--- config.mk ---
export PLATFORM = sky130hd
export DESIGN_NAME = cla_adder_pipe
export DESIGN_NICKNAME = d
export VERILOG_FILES = /design/src/rtl/cla_adder_pipe.sv
export SDC_FILE = /design/constraint.sdc
export NUM_CORES = 1
export LEC_CHECK = 0
export BUFFER_PORTS_ARGS = -buffer_cell sky130_fd_sc_hd__buf_2
export CORE_MARGIN = 10
export CORE_UTILIZATION = 58
export DETAILED_ROUTE_END_ITERATION = 8
export HOLD_SLACK_MARGIN = 0.06
export PLACE_DENSITY = 0.85
export SLEW_MARGIN = 20
export SYNTH_ARGS = -nofsm -noshare
export SYNTH_HDL_FRONTEND = slang
export SYNTH_SLANG_ARGS = --single-unit
--- constraint.sdc ---
create_clock -name clk -period 4.95 [get_ports clk]
set_input_delay 0.2475 -clock clk [delete_from_list [all_inputs] [get_ports clk]]
set_output_delay 0.2475 -clock clk [all_outputs]
set_load 0.03 [all_outputs]
--- src/rtl/cla_adder_pipe.sv ---
// cla_adder_pipe: parametrised, pipelined carry-lookahead adder/subtractor.
// Stage k adds segment k (WIDTH/STAGES bits, LSB segment first) using a
// two-level lookahead: bit-level inside GROUP-bit groups, group-level across
// the segment. Upper operand segments travel forward in skew registers and
// finished lower result segments in deskew registers, so a beat's full result
// emerges at once after STAGES cycles. A single global advance signal
// (output slot empty or being consumed) stalls every stage together.
module cla_adder_pipe #(
    parameter int WIDTH  = 32,
    parameter int GROUP  = 4,
    parameter int STAGES = 2
) (
    input  logic             clk,
    input  logic             rst_n,
    input  logic             in_valid,
    output logic             in_ready,
    input  logic [WIDTH-1:0] a,
    input  logic [WIDTH-1:0] b,
    input  logic             cin,
    input  logic             sub,
    output logic             out_valid,
    input  logic             out_ready,
    output logic [WIDTH-1:0] sum,
    output logic             cout,
    output logic             ovf
);

    localparam int SEG_W = WIDTH / STAGES;
    localparam int NGRP  = SEG_W / GROUP;
    // One lookahead function serves both the bit level and the group level
    localparam int LA_W  = (GROUP > NGRP) ? GROUP : NGRP;
    // Inter-stage banks; the last stage feeds the output registers instead
    localparam int NBANK = (STAGES > 1) ? STAGES - 1 : 1;

    // Refuse to build a geometry that cannot be split into whole groups per stage
    if (STAGES < 1 || GROUP < 1 || WIDTH < 1 || (WIDTH % (GROUP * STAGES)) != 0) begin : g_bad_params
        $fatal(1, "cla_adder_pipe: WIDTH must be a positive multiple of GROUP*STAGES");
    end

    // Carries c[0..n] of an n-bit block in sum-of-products lookahead form:
    // c[i] = ci&p[0..i-1] | OR over m<i of g[m]&p[m+1..i-1]
    function automatic logic [LA_W:0] lookahead(
        input logic [LA_W-1:0] g,
        input logic [LA_W-1:0] p,
        input logic            ci,
        input int              n
    );
        logic [LA_W:0] c;
        logic          term;
        c = '0;
        for (int i = 0; i <= LA_W; i++) begin
            if (i <= n) begin
                term = ci;
                for (int l = 0; l < LA_W; l++) begin
                    if (l < i) term = term & p[l];
                end
                c[i] = term;
                for (int m = 0; m < LA_W; m++) begin
                    if (m < i) begin
                        term = g[m];
                        for (int l = 0; l < LA_W; l++) begin
                            if (l > m && l < i) term = term & p[l];
                        end
                        c[i] = c[i] | term;
                    end
                end
            end
        end
        return c;
    endfunction

    // One segment add: returns {carry into segment MSB, segment carry-out, segment sum}
    function automatic logic [SEG_W+1:0] seg_add(
        input logic [SEG_W-1:0] sa,
        input logic [SEG_W-1:0] sb,
        input logic             ci
    );
        logic [SEG_W-1:0] p;
        logic [SEG_W-1:0] g;
        logic [SEG_W-1:0] s;
        logic [LA_W-1:0]  gx;
        logic [LA_W-1:0]  px;
        logic [LA_W-1:0]  gg;
        logic [LA_W-1:0]  gp;
        logic [LA_W:0]    la;
        logic [LA_W:0]    gc;
        logic             cmsb;
        p    = sa ^ sb;
        g    = sa & sb;
        gg   = '0;
        gp   = '0;
        s    = '0;
        cmsb = 1'b0;
        // group generate / propagate
        for (int j = 0; j < NGRP; j++) begin
            gx = '0;
            px = '0;
            gx[GROUP-1:0] = g[j*GROUP +: GROUP];
            px[GROUP-1:0] = p[j*GROUP +: GROUP];
            la    = lookahead(gx, px, 1'b0, GROUP);
            gg[j] = la[GROUP];
            gp[j] = &p[j*GROUP +: GROUP];
        end
        // carries into each group, straight from the segment carry-in
        gc = lookahead(gg, gp, ci, NGRP);
        // bit carries inside each group start from that group's carry
        for (int j = 0; j < NGRP; j++) begin
            gx = '0;
            px = '0;
            gx[GROUP-1:0] = g[j*GROUP +: GROUP];
            px[GROUP-1:0] = p[j*GROUP +: GROUP];
            la = lookahead(gx, px, gc[j], GROUP);
            for (int i = 0; i < GROUP; i++) begin
                s[j*GROUP + i] = px[i] ^ la[i];
            end
            // the last group's value is the carry into the segment MSB
            cmsb = la[GROUP-1];
        end
        return {cmsb, gc[NGRP], s};
    endfunction

    // Overlay a finished segment onto the partial result carried with the beat
    function automatic logic [WIDTH-1:0] insert_seg(
        input logic [WIDTH-1:0] full,
        input logic [SEG_W-1:0] seg,
        input int               k
    );
        logic [WIDTH-1:0] r;
        r = full;
        r[k*SEG_W +: SEG_W] = seg;
        return r;
    endfunction

    logic             advance;
    logic [WIDTH-1:0] b_eff;
    logic             c0;

    // Per-stage inputs and combinational results
    logic [WIDTH-1:0] a_s    [STAGES];
    logic [WIDTH-1:0] b_s    [STAGES];
    logic [WIDTH-1:0] acc_s  [STAGES];
    logic             ci_s   [STAGES];
    logic             v_s    [STAGES];
    logic [SEG_W+1:0] res_s  [STAGES];
    logic [WIDTH-1:0] part_s [STAGES];

    // Pipeline state
    logic [STAGES-1:0] vld_q;
    logic [WIDTH-1:0]  a_q    [NBANK];
    logic [WIDTH-1:0]  b_q    [NBANK];
    logic [WIDTH-1:0]  part_q [NBANK];
    logic              cy_q   [NBANK];
    logic [WIDTH-1:0]  sum_q;
    logic              cout_q;
    logic              ovf_q;
    logic [WIDTH-1:0]  sum_d;
    logic              cout_d;
    logic              ovf_d;

    // Subtraction is a + ~b + ~cin; the borrow-in is inverted like b
    assign b_eff = sub ? ~b : b;
    assign c0    = sub ? ~cin : cin;

    // Whole pipe moves together: bubbles advance too, nothing collapses
    assign out_valid = vld_q[STAGES-1];
    assign advance   = !out_valid || out_ready;
    assign in_ready  = advance;

    for (genvar k = 0; k < STAGES; k++) begin : g_stage
        if (k == 0) begin : g_first
            assign a_s[k]   = a;
            assign b_s[k]   = b_eff;
            assign ci_s[k]  = c0;
            assign v_s[k]   = in_valid;
            assign acc_s[k] = '0;
        end else begin : g_next
            assign a_s[k]   = a_q[k-1];
            assign b_s[k]   = b_q[k-1];
            assign ci_s[k]  = cy_q[k-1];
            assign v_s[k]   = vld_q[k-1];
            assign acc_s[k] = part_q[k-1];
        end
        assign res_s[k]  = seg_add(a_s[k][k*SEG_W +: SEG_W], b_s[k][k*SEG_W +: SEG_W], ci_s[k]);
        assign part_s[k] = insert_seg(acc_s[k], res_s[k][SEG_W-1:0], k);
    end

    // Final stage: full result plus flags; ovf = carry into MSB ^ carry out of MSB
    assign sum_d  = part_s[STAGES-1];
    assign cout_d = res_s[STAGES-1][SEG_W];
    assign ovf_d  = res_s[STAGES-1][SEG_W+1] ^ res_s[STAGES-1][SEG_W];

    // Stage valid bits: cleared by reset so in-flight beats are discarded
    always_ff @(posedge clk or negedge rst_n) begin
        if (!rst_n) begin
            vld_q <= '0;
        end else if (advance) begin
            for (int k = 0; k < STAGES; k++) begin
                vld_q[k] <= v_s[k];
            end
        end
    end

    // Skew (upper operands) and deskew (lower sums) banks, loaded only for valid beats
    always_ff @(posedge clk) begin
        for (int k = 0; k < STAGES - 1; k++) begin
            if (advance && v_s[k]) begin
                a_q[k]    <= a_s[k];
                b_q[k]    <= b_s[k];
                part_q[k] <= part_s[k];
                cy_q[k]   <= res_s[k][SEG_W];
            end
        end
    end

    // Output registers: cleared on reset, updated only when a valid beat lands
    always_ff @(posedge clk or negedge rst_n) begin
        if (!rst_n) begin
            sum_q  <= '0;
            cout_q <= 1'b0;
            ovf_q  <= 1'b0;
        end else if (advance && v_s[STAGES-1]) begin
            sum_q  <= sum_d;
            cout_q <= cout_d;
            ovf_q  <= ovf_d;
        end
    end

    assign sum  = sum_q;
    assign cout = cout_q;
    assign ovf  = ovf_q;

endmodule
==> results.sh, run 1 <==
export IMPL_rows=32
export IMPL_pin_count=106
export IMPL_power_per_cell_area_mw_per_mm2=417
export IMPL_ys_ff_latch=85
export IMPL_die_x_um=109
export IMPL_design_power_total_mw=2.31
export IMPL_hold_path_class="primary input to flop"
export IMPL_pwr_share_clk=0.248
export IMPL_combPwrFrac=0.329
export IMPL_die_y_um=109
export IMPL_layout_commonest_cell="buf_2"
export IMPL_pre_cts_slack_ns=1.45
export IMPL_r2r_start="a_q[0][18]"
export IMPL_post_cts_buffers=0
export IMPL_crit_start="sub"
export IMPL_cts_max_level=3
export IMPL_sw_frac_of_total=0.341
export IMPL_grt_pass1_wl_mm=15.8
export IMPL_clock_skew_ns=0.0149
export IMPL_cp_max_fo=20
export IMPL_hold_start="a[28]"
export IMPL_synthToLayoutAreaGrowth_pct=21.9
export IMPL_report_final_slew_viol_count=0
export IMPL_hold_violations=0
export IMPL_cts_tree="done"
export IMPL_antenna_found_initial=0
export IMPL_grt_overflow=0
export IMPL_cts_repair_resize_count=0
export IMPL_hold_ws_ns=0.0822
export IMPL_ys_flop_type="edfxtp_1"
export IMPL_slew_limit_headroom=0.354
export IMPL_worst_setup_path_type="primary input to flop"
export IMPL_p_int_mw=1.53
export IMPL_fin_ws_ns=1.81
export IMPL_power_switching_mw=0.789
export IMPL_dr_first_iter_drc_count=128
export IMPL_dieArea_mm2=0.0118
export IMPL_vias=3003
export IMPL_multiInputGateArea_mm2=0.00206
export IMPL_dpl_hpwl_mm=7.28
export IMPL_cts_buffers=9
export IMPL_via_per_inst=5.21
export IMPL_status="complete, no violations"
export IMPL_max_freq_ghz=0.318
export IMPL_drive_gt1_frac=0.321
export IMPL_fin_nets=587
export IMPL_cts_root_buf="clkbuf_8"
export IMPL_synth_cells=347
export IMPL_n_antenna_cell=0
export IMPL_cts_buffer_depth=2
export IMPL_antenna_left=0
export IMPL_period_share=0.635
export IMPL_required_ns=5.06
export IMPL_ir_drop_mv=0.182
export IMPL_tightest_slew_ns=0.966
export IMPL_drt_total_wl_mm=9.72
export IMPL_avgSynthCellArea_um2=13.1
export IMPL_grt_usage=0.170
export IMPL_synth_area_mm2=0.00455
export IMPL_fin_crit_ns=3.14
export IMPL_drt_pass1_iterations=4
export IMPL_grt_pass1_vias=3364
export IMPL_gr_usage_met2=0.306
export IMPL_synthDistinctLibCells=38
export IMPL_syn_nets=465
export IMPL_place_congestion=0.795
export IMPL_grt_max_degree=50
export IMPL_seqCellArea_mm2=0.00237
export IMPL_fin_setup_tns_ns=0
export IMPL_ys_seq_area_frac=0.521
export IMPL_initial_core_util=0.592
export IMPL_maxCapViolCount=0
export IMPL_grt_busiest_layer="met2"
export IMPL_startpoint_type="primary input"
export IMPL_fillCellCount=543
export IMPL_postSynth_asyncResetShare=0.424
export IMPL_clkLatencyLatePin_ns=0.35
export IMPL_drt_wirelength_per_cell_um=16.9
export IMPL_clkTransAtPathRegs_ns=0.09
export IMPL_drc=0
export IMPL_cp_end_kind="flop"
export IMPL_grtUsageMet3=0.0583
export IMPL_hold_buffers=9
export IMPL_portBuffers=105
export IMPL_synth_edf_count=49
export IMPL_leakagePower_nw=2.51
export IMPL_final_cell_mix="buf_2, edfxtp_1, ha_1, xor2_1, dfrtp_1"
export IMPL_rsz0062_at_grt="false"
export IMPL_clock_sinks=85
export IMPL_yosys_warnings=0
export IMPL_p_seq_frac=0.423
export IMPL_finalSetupViolCount=0
export IMPL_met1_usage=0.184
export IMPL_core_mm2=0.00769
export IMPL_crit_arrival_ns=3.25
-- registers in the layout, summed over array words and instances, names as in the netlist --
name	cells
cout	1
sum	32
part_q	16
cy_q	1
a_q	16
vld_q	2
ovf	1
b_q	16
-- final cells by class --
class / instances / area share
Sequential cell: 85 / 0.428
Multi-Input combinational cell: 233 / 0.371
Timing Repair Buffer: 120 / 0.121
Tap cell: 102 / 0.0230
Clock buffer: 9 / 0.0223
Clock inverter: 7 / 0.0205
Inverter: 20 / 0.0135
-- kinds of logic after synthesis --
logic type               count (synthesis)  synth area share
adder cells (fa/ha/maj)                 48             0.145
AO/OA/AOI/OAI                           57            0.0921
XOR/XNOR                                53             0.104
buffers and inverters                   29            0.0272
multiplexers                            22            0.0539
AND/OR/NAND/NOR                         53            0.0566
flip-flops                              85             0.521
-- Yosys cell counts (all sizes together), types with 2 or more instances --
master,instances,area (µm²)
nor2b,2,12.5
nand2,17,63.8
nor2,14,52.6
a211oi,2,15.0
mux2i,2,20.0
nor3,5,25.0
o21ai,22,121
and4,3,26.3
nand4,3,18.8
mux2,20,225
xor2,38,340
a21oi,12,63.8
inv,20,75.1
fa,8,160
a21o,7,52.6
nand2b,6,37.5
edfxtp,49,1470
xnor2,15,131
dfrtp,36,901
o21a,8,60.1
buf,8,45.0
a2111oi,2,42.5
ha,40,500
nand3,2,15.0
-- routing by layer --
| metal | vias up | part of all wire |
|---|---|---|
| met5 | - | 0 |
| met4 | 0 | 0.015 |
| met3 | 13 | 0.070 |
| met2 | 97 | 0.52 |
| met1 | 1432 | 0.39 |
| li1 | 1461 | - |
-- through the flow --
step | utilization | std cells | area [µm²]
floorplan | - | 347 | 4550
global placement | 0.672 | 546 | 5170
detailed placement | 0.672 | 546 | 5170
CTS | 0.715 | 571 | 5490
global route | 0.721 | 576 | 5550
finish | 0.721 | 576 | 5550
-- worst max-delay path, stage by stage --
cell and delay (ns):
buf_2 0.33, buf_4 0.40, xor2_1 0.12, ha_1 0.25
a2111oi_2 0.41, a22o_4 0.21, o21ai_4 0.08, a221oi_4 0.33
inv_1 0.08, ha_1 0.21, o21a_1 0.18, o21a_1 0.18
nor2_1 0.12, xnor2_1 0.08
-- final timing paths --
check	slack, ns	cells after the start	endpoint
setup reg to reg	2.34	11	sum[31]
max in group asynchronous	3.86	2	sum[9]
hold reg to reg	0.48	2	sum[22]
min in group asynchronous	0.54	2	sum[24]
hold / removal	0.08	1	a_q[0][28]
setup / recovery	1.81	14	part_q[0][15]
-- power by group through the flow --
stage	logic, mW	registers (mW)	clock network, mW
final	0.761	0.978	0.575
after global routing	0.835	0.995	0.611
after CTS	0.769	0.980	0.587
after detailed placement	0.759	0.994	0
after global placement	0.730	0.988	0
after floorplan	0.332	1.18	0
Power figures use the tool's default switching activity.
==> inputs of run 2 (changes only) <==
Settings changed: CORE_UTILIZATION 58 to 54, PLACE_DENSITY 0.85 to 0.8.
Clock period 4.95 ns to 3.1 ns, I/O delays scaled along.
==> results.sh, run 2 (same netlist as run 1, synthesis figures left out) <==
export IMPL_cp_end_kind="flop"
export IMPL_crit_arrival_ns=2.87
export IMPL_power_per_cell_area_mw_per_mm2=627
export IMPL_max_freq_ghz=0.377
export IMPL_design_power_total_mw=3.50
export IMPL_place_congestion=0.823
export IMPL_tightest_slew_ns=0.857
export IMPL_report_final_slew_viol_count=0
export IMPL_fin_setup_tns_ns=0
export IMPL_dieArea_mm2=0.0125
export IMPL_hold_start="b[29]"
export IMPL_r2r_cells=11
export IMPL_synthToLayoutAreaGrowth_pct=22.5
export IMPL_dpl_hpwl_mm=7.18
export IMPL_cts_buffer_depth=2
export IMPL_die_y_um=112
export IMPL_pin_count=106
export IMPL_worst_setup_path_type="flop to flop"
export IMPL_finalSetupViolCount=0
export IMPL_drt_wirelength_per_cell_um=15.8
export IMPL_antenna_found_initial=2
export IMPL_die_x_um=112
export IMPL_r2r_start="a_q[0][25]"
export IMPL_maxCapViolCount=0
export IMPL_place_inst=553
export IMPL_grt_max_degree=50
export IMPL_fin_crit_ns=2.65
export IMPL_core_mm2=0.00822
export IMPL_grt_overflow=0
export IMPL_fin_nets=595
export IMPL_grt_pass1_vias=3225
export IMPL_clock_skew_ns=0.0135
export IMPL_whs_endpoint="b_q[0][29]"
export IMPL_period_share=0.856
export IMPL_leakagePower_nw=2.53
export IMPL_slew_limit_headroom=0.429
export IMPL_final_cell_mix="buf_2, edfxtp_1, ha_1, xor2_1, dfrtp_1"
export IMPL_whs_path_depth=2
export IMPL_clkLatencyLatePin_ns=0.36
export IMPL_cts_tree="done"
export IMPL_cp_max_fo=4
export IMPL_largest_reg_flops=32
export IMPL_cts_buffers=9
export IMPL_via_per_inst=5.06
export IMPL_slowest_stage="edfxtp_1"
export IMPL_drive_gt1_frac=0.326
export IMPL_grt_usage=0.148
export IMPL_drt_total_wl_mm=9.30
export IMPL_drc=0
export IMPL_clkTransAtPathRegs_ns=0.10
export IMPL_r2r_end="sum[31]"
export IMPL_post_cts_buffers=0
export IMPL_status="complete, no violations"
export IMPL_antenna_left=0
export IMPL_crit_chain="ha_1 > a21oi_1 > nor2_1 > a211oi_1 > nand3_2 > ha_1 > o21ai_0 > nand2b_1 > a21oi_1 > xor2_1 > o21ai_0"
export IMPL_dr_first_iter_drc_count=70
export IMPL_dpl_cell_area_mm2=0.00521
export IMPL_clock_sinks=85
export IMPL_rsz0062_at_grt="false"
export IMPL_reg2reg_setup_slack_ns=0.45
export IMPL_startpoint_type="flop"
export IMPL_initial_core_util=0.554
export IMPL_final_cell_area_mm2=0.00558
export IMPL_portBuffers=105
export IMPL_hold_path_class="primary input to flop"
export IMPL_grt_pass1_wl_mm=15.0
export IMPL_layoutNonFillerInstCount=588
export IMPL_ir_drop_mv=0.259
export IMPL_cts_max_level=3
export IMPL_rows=33
export IMPL_slowest_delay_ns=0.37
export IMPL_cts_root_buf="clkbuf_8"
export IMPL_drt_pass1_iterations=4
export IMPL_hold_violations=0
export IMPL_layout_commonest_cell="buf_2"
export IMPL_vias=2973
export IMPL_required_ns=3.32
==> run 2: cell count changes in the layout (fill, tap and decap cells not counted) <==
cell | previous run | this run
bufinv_16 | 3 | 0
clkinv_1 | 1 | 0
clkinvlp_4 | 2 | 0
dlygate4sd3_1 | 14 | 18
diode_2 | 0 | 1
inv_6 | 0 | 3
buf_4 | 1 | 4
clkinv_4 | 0 | 3
and2_2 | 0 | 1
and2_4 | 1 | 0
buf_12 | 0 | 1
==> run 2: worst max-delay path, delay by kind of cell, from the launching register on <==
family,cells,cell delay (ns)
adders and majority gates,2,0.59
AOI/OAI and AO/OA,5,1.02
DFF,1,0.37
and+or+nand+nor,3,0.38
xor gates and xnor gates,1,0.16
==> run 2: where the power goes <==
group / switching [mW] / internal [mW] / total (mW)
Combinational: 0.763 / 0.461 / 1.22
Clock: 0.421 / 0.302 / 0.723
Sequential: 0.102 / 1.45 / 1.55
==> run 2: per-stage QoR <==
stage | hold WS, ns | worst slack [ns] | util
floorplan | -0.141 | 0.159 | -
global placement | 0.301 | 0.185 | 0.634
detailed placement | 0.326 | 0.0830 | 0.634
CTS | 0.0643 | 0.400 | 0.678
global route | 0.0749 | 0.326 | 0.679
finish | 0.0846 | 0.445 | 0.679
==> run 2: timing repair <==
item | 4_1_cts | 5_1_grt
hold endpoints to repair | 53 | 0
hold buffers | 18 | 0
gates resized for setup | 0 | 0
endpoints found under the setup margin | 0 | 0
==> run 2: per-layer routing <==
metal / vias up / share of wire / global-route usage
met2: 85 / 0.52 / 0.268
met5: - / 0.0014 / 0
met4: 2 / 0.023 / 0.0720
li1: 1481 / - / -
met1: 1387 / 0.37 / 0.143
met3: 18 / 0.085 / 0.0607
==> run 2: worst max path at each step <==
stage               startpoint            end  slack [ns]  cells past startpoint
finish              a_q[0][25]        sum[31]        0.45                     11
global route        a_q[0][16]        sum[27]        0.33                     11
CTS                 a_q[0][25]        sum[31]        0.40                     11
detailed placement         sub  part_q[0][15]        0.08                     15
global placement           sub  part_q[0][15]        0.18                     13
floorplan                  sub  part_q[0][15]        0.16                     14
==> run 2: area by class of cell <==
| class | count | area (µm²) |
|---|---|---|
| multi-input cells | 233 | 2060 |
| flip-flops and latches | 85 | 2370 |
| repair buffers | 128 | 756 |
| diodes | 1 | 2.50 |
| clock inverters | 7 | 57.6 |
| fillers | 648 | 2640 |
| clock buffers | 9 | 124 |
| well taps | 105 | 131 |
| inverters | 20 | 75.1 |
==> inputs of run 3 (changes only) <==
Settings changed: CORE_UTILIZATION 54 to 35, PLACE_DENSITY 0.8 to 0.64.
==> results.sh, run 3 (same netlist as run 1, synthesis figures left out) <==
export IMPL_status="complete, no violations"
export IMPL_r2r_start="a_q[0][16]"
export IMPL_grt_pass1_wl_mm=16.0
export IMPL_seqCellArea_mm2=0.00237
export IMPL_grt_overflow=0
export IMPL_layout_commonest_cell="buf_2"
export IMPL_fillCellCount=1178
export IMPL_clkTransAtPathRegs_ns=0.06
export IMPL_cts_buffers=9
export IMPL_vias=2965
export IMPL_cts_buffer_depth=2
export IMPL_cp_max_fo=7
export IMPL_drt_pass1_iterations=4
export IMPL_report_final_slew_viol_count=0
export IMPL_final_cell_area_mm2=0.00573
export IMPL_grt_usage=0.111
export IMPL_slowest_delay_ns=0.35
export IMPL_core_mm2=0.0127
export IMPL_portBuffers=105
export IMPL_slew_limit_headroom=0.413
export IMPL_drt_wirelength_per_cell_um=14.8
export IMPL_hold_buffers=17
export IMPL_drive_gt1_frac=0.320
export IMPL_synthToLayoutAreaGrowth_pct=25.9
export IMPL_reg2reg_setup_slack_ns=0.46
export IMPL_hold_violations=0
export IMPL_fin_crit_ns=2.67
export IMPL_r2r_end="sum[31]"
export IMPL_period_share=0.861
export IMPL_fin_setup_tns_ns=0
export IMPL_post_cts_buffers=0
export IMPL_ir_drop_mv=0.270
export IMPL_leakagePower_nw=2.56
export IMPL_drc=0
export IMPL_dpl_hpwl_mm=7.57
export IMPL_hold_path_class="primary input to flop"
export IMPL_rows=41
export IMPL_cts_repair_resize_count=0
export IMPL_power_per_cell_area_mw_per_mm2=652
export IMPL_cp_end_kind="flop"
export IMPL_final_cell_mix="buf_2, edfxtp_1, ha_1, xor2_1, dfrtp_1"
export IMPL_cts_max_level=3
export IMPL_crit_arrival_ns=2.75
export IMPL_worst_setup_path_type="primary input to flop"
export IMPL_cts_tree="done"
export IMPL_cts_root_buf="clkbuf_16"
export IMPL_die_y_um=134
export IMPL_largest_reg_flops=32
export IMPL_tightest_slew_ns=0.880
export IMPL_initial_core_util=0.359
export IMPL_design_power_total_mw=3.74
export IMPL_slowest_stage="a221oi_4"
export IMPL_finalSetupViolCount=0
export IMPL_pre_cts_slack_ns=0.0882
export IMPL_hold_start="in_valid"
export IMPL_required_ns=3.18
export IMPL_rsz0062_at_grt="false"
export IMPL_critPathTopFamily="compound AO/OA/AOI/OAI gates"
export IMPL_fin_nets=595
export IMPL_drt_total_wl_mm=9.69
export IMPL_antenna_left=0
export IMPL_crit_buf_inv=3
export IMPL_place_congestion=0.809
export IMPL_startpoint_type="primary input"
export IMPL_via_per_inst=4.52
export IMPL_crit_chain="buf_2 > buf_4 > xor2_1 > ha_1 > a21o_1 > a21o_1 > a21oi_2 > o21ai_4 > a221oi_4 > inv_1 > ha_1 > o21a_1 > o21a_1 > nor2_1 > xnor2_1"
export IMPL_die_x_um=134
export IMPL_multiInputGateArea_mm2=0.00206
export IMPL_fin_ws_ns=0.430
export IMPL_r2r_cells=11
export IMPL_maxCapViolCount=0
export IMPL_clock_sinks=85
export IMPL_dieArea_mm2=0.0180
export IMPL_crit_cells=15
export IMPL_antenna_found_initial=3
export IMPL_pin_count=106
export IMPL_grt_pass1_vias=3421
export IMPL_clkLatencyLatePin_ns=0.33
export IMPL_dpl_cell_area_mm2=0.00529
export IMPL_dr_first_iter_drc_count=90
export IMPL_whs_path_depth=2
export IMPL_grt_max_degree=37
export IMPL_max_freq_ghz=0.375
export IMPL_clock_skew_ns=0.00635
export IMPL_whs_endpoint="vld_q[0]"
## run 3: through the flow
stage / hold WS, ns / std cells / util
3_5_place_dp: 0.318 / 621 / 0.418
2_1_floorplan: -0.141 / 347 / -
4_1_cts: 0.0741 / 654 / 0.452
5_1_grt: 0.0749 / 655 / 0.452
6_report: 0.0879 / 656 / 0.452
3_3_place_gp: 0.315 / 621 / 0.418
## run 3: worst max-delay path by stage
stage,endpoint,startpoint
5_1_grt,sum[31],a_q[0][18]
3_5_place_dp,part_q[0][15],sub
3_3_place_gp,part_q[0][15],sub
2_1_floorplan,part_q[0][15],sub
4_1_cts,sum[31],a_q[0][16]
6_report,part_q[0][15],sub
## run 3: layout make-up
class | count | area share
flip-flops and latches | 85 | 0.414
multi-input cells | 233 | 0.359
repair buffers | 128 | 0.129
clock buffers | 14 | 0.0443
well taps | 172 | 0.0376
inverters | 20 | 0.0131
clock inverters | 2 | 0.00175
diodes | 2 | 0.000873
## run 3: where the power goes
group | switching (mW) | internal (mW) | total [mW]
Clock | 0.396 | 0.563 | 0.959
Sequential | 0.104 | 1.45 | 1.56
Combinational | 0.762 | 0.459 | 1.22
## run 3: worst reg2reg max path: cells and delay by family, from the launching register on
family	cells	cell delay [ns]
adders and majority gates	2	0.56
and+or+nand+nor	3	0.39
xor gates and xnor gates	1	0.21
AOI/OAI and AO/OA	5	0.94
DFF	1	0.39
## run 3: routing by layer
| metal | GRT usage | wire, µm | vias to the layer above |
|---|---|---|---|
| li1 | - | - | 1483 |
| met4 | 0.0399 | 93 | 2 |
| met1 | 0.121 | 4120 | 1397 |
| met2 | 0.184 | 4630 | 73 |
| met5 | 0 | 11 | - |
| met3 | 0.0530 | 833 | 10 |
